### src/rtl/binop_seq.sv
// Sequential binary-operation unit: single-cycle ADD/SUB/SHL/SHR, iterative
// shift-add MUL and restoring DIV/MOD, with a valid/ready handshake on both sides.
module binop_seq #(
    parameter int W   = 8,
    parameter int SHW = $clog2(W)
) (
    input  logic         clk,
    input  logic         rst_n,
    input  logic         in_valid,
    output logic         in_ready,
    input  logic [2:0]   op,
    input  logic [W-1:0] a,
    input  logic [W-1:0] b,
    output logic         out_valid,
    input  logic         out_ready,
    output logic [W-1:0] xout,
    output logic         ovf,
    output logic         dbz
);

    localparam int CW = $clog2(W);
    localparam logic [2:0] OP_ADD = 3'd0;
    localparam logic [2:0] OP_SUB = 3'd1;
    localparam logic [2:0] OP_MUL = 3'd2;
    localparam logic [2:0] OP_DIV = 3'd3;
    localparam logic [2:0] OP_MOD = 3'd4;
    localparam logic [2:0] OP_SHL = 3'd5;
    localparam logic [2:0] OP_SHR = 3'd6;
    localparam logic [CW-1:0] LAST_ITER = CW'(W - 1);
    localparam logic [W:0]    W_VAL     = (W + 1)'(W);

    typedef enum logic [1:0] {
        S_IDLE = 2'd0,
        S_MUL  = 2'd1,
        S_DIV  = 2'd2,
        S_DONE = 2'd3
    } state_t;

    state_t        state_r;
    logic [2:0]    op_r;
    logic [W-1:0]  a_r;
    logic [W-1:0]  b_r;
    logic [W-1:0]  hi_r;
    logic [W-1:0]  lo_r;
    logic [CW-1:0] cnt_r;

    logic [W:0]    sum_s;
    logic [W-1:0]  fast_x_s;
    logic          fast_ovf_s;
    logic [W:0]    mul_sum_s;
    logic [W-1:0]  mul_hi_s;
    logic [W-1:0]  mul_lo_s;
    logic [W:0]    div_rem_s;
    logic [W:0]    div_trial_s;
    logic [W-1:0]  div_hi_s;
    logic [W-1:0]  div_lo_s;
    logic [W-1:0]  div_x_s;

    // Single-cycle results computed straight from the request operands
    always_comb begin
        sum_s      = {1'b0, a} + {1'b0, b};
        fast_x_s   = '0;
        fast_ovf_s = 1'b0;
        case (op)
            OP_ADD: begin
                fast_x_s   = sum_s[W-1:0];
                fast_ovf_s = sum_s[W];
            end
            OP_SUB: begin
                fast_x_s   = a - b;
                fast_ovf_s = (a < b);
            end
            OP_SHL: begin
                if ({1'b0, b} >= W_VAL) begin
                    fast_ovf_s = 1'b1;
                end else begin
                    fast_x_s = a << b[SHW-1:0];
                end
            end
            OP_SHR: begin
                if ({1'b0, b} >= W_VAL) begin
                    fast_ovf_s = 1'b1;
                end else begin
                    fast_x_s = a >> b[SHW-1:0];
                end
            end
            default: begin
                fast_x_s   = '0;
                fast_ovf_s = 1'b0;
            end
        endcase
    end

    // One iteration step: {hi,lo} is the product pair for MUL, {remainder,quotient} for DIV
    always_comb begin
        if (lo_r[0]) begin
            mul_sum_s = {1'b0, hi_r} + {1'b0, a_r};
        end else begin
            mul_sum_s = {1'b0, hi_r};
        end
        mul_hi_s    = mul_sum_s[W:1];
        mul_lo_s    = {mul_sum_s[0], lo_r[W-1:1]};
        div_rem_s   = {hi_r, lo_r[W-1]};
        div_trial_s = div_rem_s - {1'b0, b_r};
        if (!div_trial_s[W]) begin
            div_hi_s = div_trial_s[W-1:0];
            div_lo_s = {lo_r[W-2:0], 1'b1};
        end else begin
            div_hi_s = div_rem_s[W-1:0];
            div_lo_s = {lo_r[W-2:0], 1'b0};
        end
        if (b_r == '0) begin
            div_x_s = (op_r == OP_MOD) ? a_r : '1;
        end else begin
            div_x_s = (op_r == OP_MOD) ? div_hi_s : div_lo_s;
        end
    end

    // Control FSM with registered handshake and result outputs
    always_ff @(posedge clk or negedge rst_n) begin
        if (!rst_n) begin
            state_r   <= S_IDLE;
            in_ready  <= 1'b1;
            out_valid <= 1'b0;
            xout      <= '0;
            ovf       <= 1'b0;
            dbz       <= 1'b0;
            op_r      <= 3'd0;
            a_r       <= '0;
            b_r       <= '0;
            hi_r      <= '0;
            lo_r      <= '0;
            cnt_r     <= '0;
        end else begin
            case (state_r)
                S_IDLE: begin
                    if (in_valid && in_ready) begin
                        op_r     <= op;
                        a_r      <= a;
                        b_r      <= b;
                        cnt_r    <= '0;
                        hi_r     <= '0;
                        in_ready <= 1'b0;
                        case (op)
                            OP_MUL: begin
                                lo_r    <= b;
                                state_r <= S_MUL;
                            end
                            OP_DIV, OP_MOD: begin
                                lo_r    <= a;
                                state_r <= S_DIV;
                            end
                            default: begin
                                xout      <= fast_x_s;
                                ovf       <= fast_ovf_s;
                                dbz       <= 1'b0;
                                out_valid <= 1'b1;
                                state_r   <= S_DONE;
                            end
                        endcase
                    end
                end
                S_MUL: begin
                    hi_r  <= mul_hi_s;
                    lo_r  <= mul_lo_s;
                    cnt_r <= cnt_r + CW'(1);
                    if (cnt_r == LAST_ITER) begin
                        xout      <= mul_lo_s;
                        ovf       <= |mul_hi_s;
                        dbz       <= 1'b0;
                        out_valid <= 1'b1;
                        state_r   <= S_DONE;
                    end
                end
                S_DIV: begin
                    hi_r  <= div_hi_s;
                    lo_r  <= div_lo_s;
                    cnt_r <= cnt_r + CW'(1);
                    if (cnt_r == LAST_ITER) begin
                        xout      <= div_x_s;
                        ovf       <= 1'b0;
                        dbz       <= (b_r == '0);
                        out_valid <= 1'b1;
                        state_r   <= S_DONE;
                    end
                end
                S_DONE: begin
                    if (out_ready) begin
                        out_valid <= 1'b0;
                        in_ready  <= 1'b1;
                        state_r   <= S_IDLE;
                    end
                end
                default: begin
                    out_valid <= 1'b0;
                    in_ready  <= 1'b1;
                    state_r   <= S_IDLE;
                end
            endcase
        end
    end

endmodule
### config.mk
export PLATFORM = sky130hd
export DESIGN_NAME = binop_seq
export DESIGN_NICKNAME = d
export VERILOG_FILES = /design/src/rtl/binop_seq.sv
export SDC_FILE = /design/constraint.sdc
export NUM_CORES = 1
export LEC_CHECK = 0
export CAP_MARGIN = 10
export CORE_MARGIN = 8
export CORE_UTILIZATION = 41
export DETAILED_ROUTE_END_ITERATION = 8
export DONT_BUFFER_PORTS = 1
export SYNTH_ARGS = -nofsm -noshare
export SYNTH_HDL_FRONTEND = slang
export SYNTH_SLANG_ARGS = --single-unit
### constraint.sdc
create_clock -name clk -period 2.75 [get_ports clk]
set_input_delay 0.4125 -clock clk [delete_from_list [all_inputs] [get_ports clk]]
set_output_delay 0.4125 -clock clk [all_outputs]
set_load 0.005 [all_outputs]
==> flow_results.org <==
** Run status
- Result of the run :: finished, final reports clean

** Routing
- Dividing the detail-routed via count by the number of cells gives around 6.2.
- The first routing iteration left ~360 violations.
- For this block, the routed nets add up to ~16 mm of wire.
- Residual antenna-violating net count after detailed routing :: 0
- # DRC :: 0
- Across all layers, the routed design uses roughly 4800 vias.
- Pre-Repair DR Iteration Count :: 5
- After detailed routing, the average wire length per cell comes to ~21 um.

** Logic synthesis
- In the synthesized netlist the async set-or-reset flop fraction comes to 100%.
- Most used standard cells in the synthesized netlist :: 74 x nand2_1, 69 x o21ai_0, 51 x dfrtp_1, 47 x nor2_1, 42 x inv_1
- Yosys mapped the design onto between 60 and 70 distinct sky130hd cell types.
- The largest total area in the synthesized netlist belongs to dfrtp_1.
- Summed over its instances, the top area cell type makes up about a quarter of the synthesized netlist area.
- Post-synth net total :: about 700
- By area the synthesized netlist is led by dfrtp_1 25%, ha_1 9.7%, o21ai_0 6.9%, nand2_1 5.5%, a21oi_1 4.0%.
- Among all cell types in the netlist, the one instantiated most often is nand2_1.
- In the synthesized netlist, the number of instances is roughly 640.
- Synthesized flop and latch total :: 52
- The cell area that synthesis handed to floorplanning was approximately 5000 um2.
- Sequential cell area fraction in the yosys report :: between 20% and 30%
- Post-synthesis area per instance :: ~7.9 um2
- The Yosys step of the flow raised 0 warnings.
- The synthesized design contains 0 enable-type register cells.
- Among all flip-flop cells after synthesis, the most frequent one is dfrtp_1.

** Setup path
- Along the worst path, the maximum fanout reaches 8.
- The critical path in this run is classified as flip-flop to flip-flop.
- For this run, the slowest stage of the critical path takes ~0.39 ns.
- The number of cells on the worst reg-to-reg path is 10.
- Required time of the worst setup path :: slightly below 3 ns
- STA classifies the critical path endpoint as a flip-flop.
- Sequence of cells on the critical path :: inv_2 -> ha_4 -> fa_2 -> and2b_2 -> o31a_4 -> o22a_4 -> xnor2_4 -> mux2i_2 -> o221ai_1 -> a21boi_1
- Kind of launch point of the worst setup path :: flip-flop
- Slowest-stage cell, CP :: dfrtp_1
- The startpoint identified for the worst register-to-register timing path is lo_r[7].
- In this run the worst setup path begins at lo_r[7].
- Data on the critical path arrives at its endpoint at roughly 2.8 ns.

** Floorplanning
- Die Ht :: 127 um
- The floorplan has 40 rows.
- CORE AREA :: ~12000 um2
- Total Die Area :: 16100 um2
- 35 I/O pins were placed.
- In this run the horizontal extent of the chip is 127 um.
- Initial standard-cell utilization of the core :: about two fifths

** Timing
- Dividing the final minimum period by the clock period gives 97.1%.
- The number of pins exceeding their max-slew limit in the final report was 0.
- At the pin with the least slew margin, the transition time is around 0.7 ns.
- The routed design could run at a clock period as short as 2.67 ns.
- Final hold violation count :: 0
- Setup repair after global routing could not meet its margin everywhere.
- Final worst-path setup slack :: between 0.07 and 0.08 ns
- For this run, the top clock speed supported by timing is ~0.37 GHz.
- Worst-case clock skew :: between 0.004 and 0.005 ns
- Setup violations remaining at the end of the flow were counted as 0.
- In this run the tightest slew margin relative to its limit is a little over half.

** GRT
- The number of antenna violations at the first check in global routing came to 0.
- Wire length of the first global-routing pass :: 25.8 mm
- Leftover overflow at the end of global routing :: 0
- Entering global routing, the biggest net connects 53 pins.
- Across every metal layer, demand over resource in global routing totals approximately a fifth.
- The via count of the first global-routing pass came to 4650.

** Finish
- Number of non-filler instances in the completed layout :: 784
- Layout-stage area growth over the synthesis result :: 9.23%
- Nets :: around 700
- Count of inserted antenna diode cells :: 0
- Fraction of layout instances using a drive strength above 1 :: a little under an eighth

** Placement
- Post-placement cell count :: just under 800
- IO buf count :: 0
- Global placer's final weighted congestion :: 0.968
- Timing analysis after detailed placement gives a worst setup slack of roughly 0.00072 ns.
- DP HPWL :: 12.7 mm

** Power and ir drop
- Worst voltage drop across the vdd grid :: about 0.00042 V
- Ratio of total power to cell area :: 1310 nW/um2
- Leak Pwr :: approximately 2.3 nW

** CTS
- TritonCTS built the clock tree.
- After clock tree synthesis, the clock-pin slew on the worst setup and hold paths is around 0.07 ns.
- Total clock buffers created by CTS :: 5
- For this design, the sink count on the clock tree is 52.
- In this run the deepest clock path goes through 2 buffers.
- Clock latency reported for the late side of the worst-skew pair :: about 0.3 ns
- Root Buffer :: clkbuf_16
- H-tree depth reported by CTS :: 2

** Job
- The tool flagged a number of max-cap violations equal to 0.

** Min path
- Min-delay src :: a[7]
- Along the worst hold path, the cell count comes to 1.
- In this run the worst hold path is classified as input pin to flip-flop.
-- final timing paths --
kind | to | slack (ns)
max in group asynchronous | in_ready | 1.84
min in group asynchronous | b_r[4] | 0.62
worst max-delay path | hi_r[7] | 0.08
worst min-delay path | a_r[7] | 0.26
worst max register to register | hi_r[7] | 0.08
worst min register to register | cnt_r[2] | 0.49
-- critical path, delay by kind of cell (launching register included) --
kind | cells | cell delay, ns
AO/OA/AOI/OAI | 4 | 0.82
flip-flops | 1 | 0.39
multiplexers | 1 | 0.35
buffers and inverters | 1 | 0.08
XOR/XNOR | 1 | 0.34
adder cells (fa/ha/maj) | 2 | 0.32
AND/OR/NAND/NOR | 1 | 0.23
-- cells in the final DEF, fill, tap and decap left out, types with 6 or more instances in the layout --
| master | Yosys | routed |
|---|---|---|
| nand2_1 | 74 | 74 |
| o21ai_0 | 69 | 69 |
| dfrtp_1 | 51 | 51 |
| nor2_1 | 47 | 47 |
| inv_1 | 42 | 41 |
| a21oi_1 | 40 | 40 |
| ha_1 | 39 | 38 |
| buf_4 | 1 | 27 |
| nand3_1 | 20 | 20 |
| nor3_1 | 20 | 19 |
| o211ai_1 | 15 | 15 |
| a31oi_1 | 13 | 13 |
| mux2_2 | 13 | 13 |
| mux2i_1 | 14 | 12 |
| o22ai_1 | 10 | 10 |
| xnor2_1 | 10 | 10 |
| o21a_1 | 9 | 9 |
| nor2b_1 | 7 | 7 |
| a211oi_1 | 7 | 7 |
| a221oi_1 | 6 | 6 |
| nand2b_1 | 6 | 6 |
-- per-stage QoR --
| stage | instance area [um2] | power [mW] | TNS, ns | utilization [%] | hold WS, ns |
|---|---|---|---|---|---|
| after floorplan | 5030 | 4.93 | 0 | - | 0.117 |
| after global placement | 5220 | 6.14 | 0 | 43.5 | 0.121 |
| after detailed placement | 5220 | 6.19 | 0 | 43.5 | 0.120 |
| after CTS | 5420 | 6.91 | 0 | 45.1 | 0.255 |
| after global routing | 5490 | 7.75 | -0.0506 | 45.7 | 0.254 |
| final | 5490 | 7.19 | 0 | 45.7 | 0.264 |
-- sequential cells by signal, summed over array words and instances, names as in the netlist, 2 cells and up --
| name | flops |
|---|---|
| xout | 8 |
| op_r | 3 |
| a_r | 8 |
| cnt_r | 3 |
| lo_r | 8 |
| b_r | 8 |
| hi_r | 8 |
| state_r | 2 |
-- cell type report --
class / count / area (um2)
fill: 1217 / 6520
timing repair buffer: 29 / 240
sequential: 52 / 1300
inverter: 45 / 169
multi-input combinational: 503 / 3440
clock buffer: 6 / 139
tap: 147 / 184
clock inverter: 2 / 15.0
-- per-layer routing --
metal | vias to the layer above | track usage, % | share of wire (%) | wire length [um]
met1 | 2303 | 25.0 | 43 | 6990
met2 | 179 | 34.1 | 48 | 7870
met5 | - | 0 | 0 | 0
met4 | 0 | 8.61 | 3.4 | 565
met3 | 42 | 3.14 | 5.9 | 975
li1 | 2316 | - | - | -
-- kinds of logic after synthesis --
kind of cell             count (synthesis)  share of synthesized area, %
AND/OR/NAND/NOR                        201                          18.4
multiplexers                            32                          7.94
flip-flops                              52                          25.9
adder cells (fa/ha/maj)                 43                          11.3
XOR/XNOR                                14                          2.81
AO/OA/AOI/OAI                          213                          27.2
buffers and inverters                   81                          6.44
-- power breakdown --
group          internal (mW)  switching (mW)  leakage (nW)
Combinational           2.12            2.84          1.57
Clock                  0.363           0.298        0.0691
Sequential              1.15           0.422         0.653
Total                   3.63            3.56          2.29
-- repair_timing --
action | in CTS | in global routing
setup endpoints to repair | 0 | 13
setup buffers | 0 | 5
hold buffers | 2 | 0
resized for setup | 0 | 11
endpoints found under the hold margin | 52 | 0
Power figures use the tool's default switching activity.
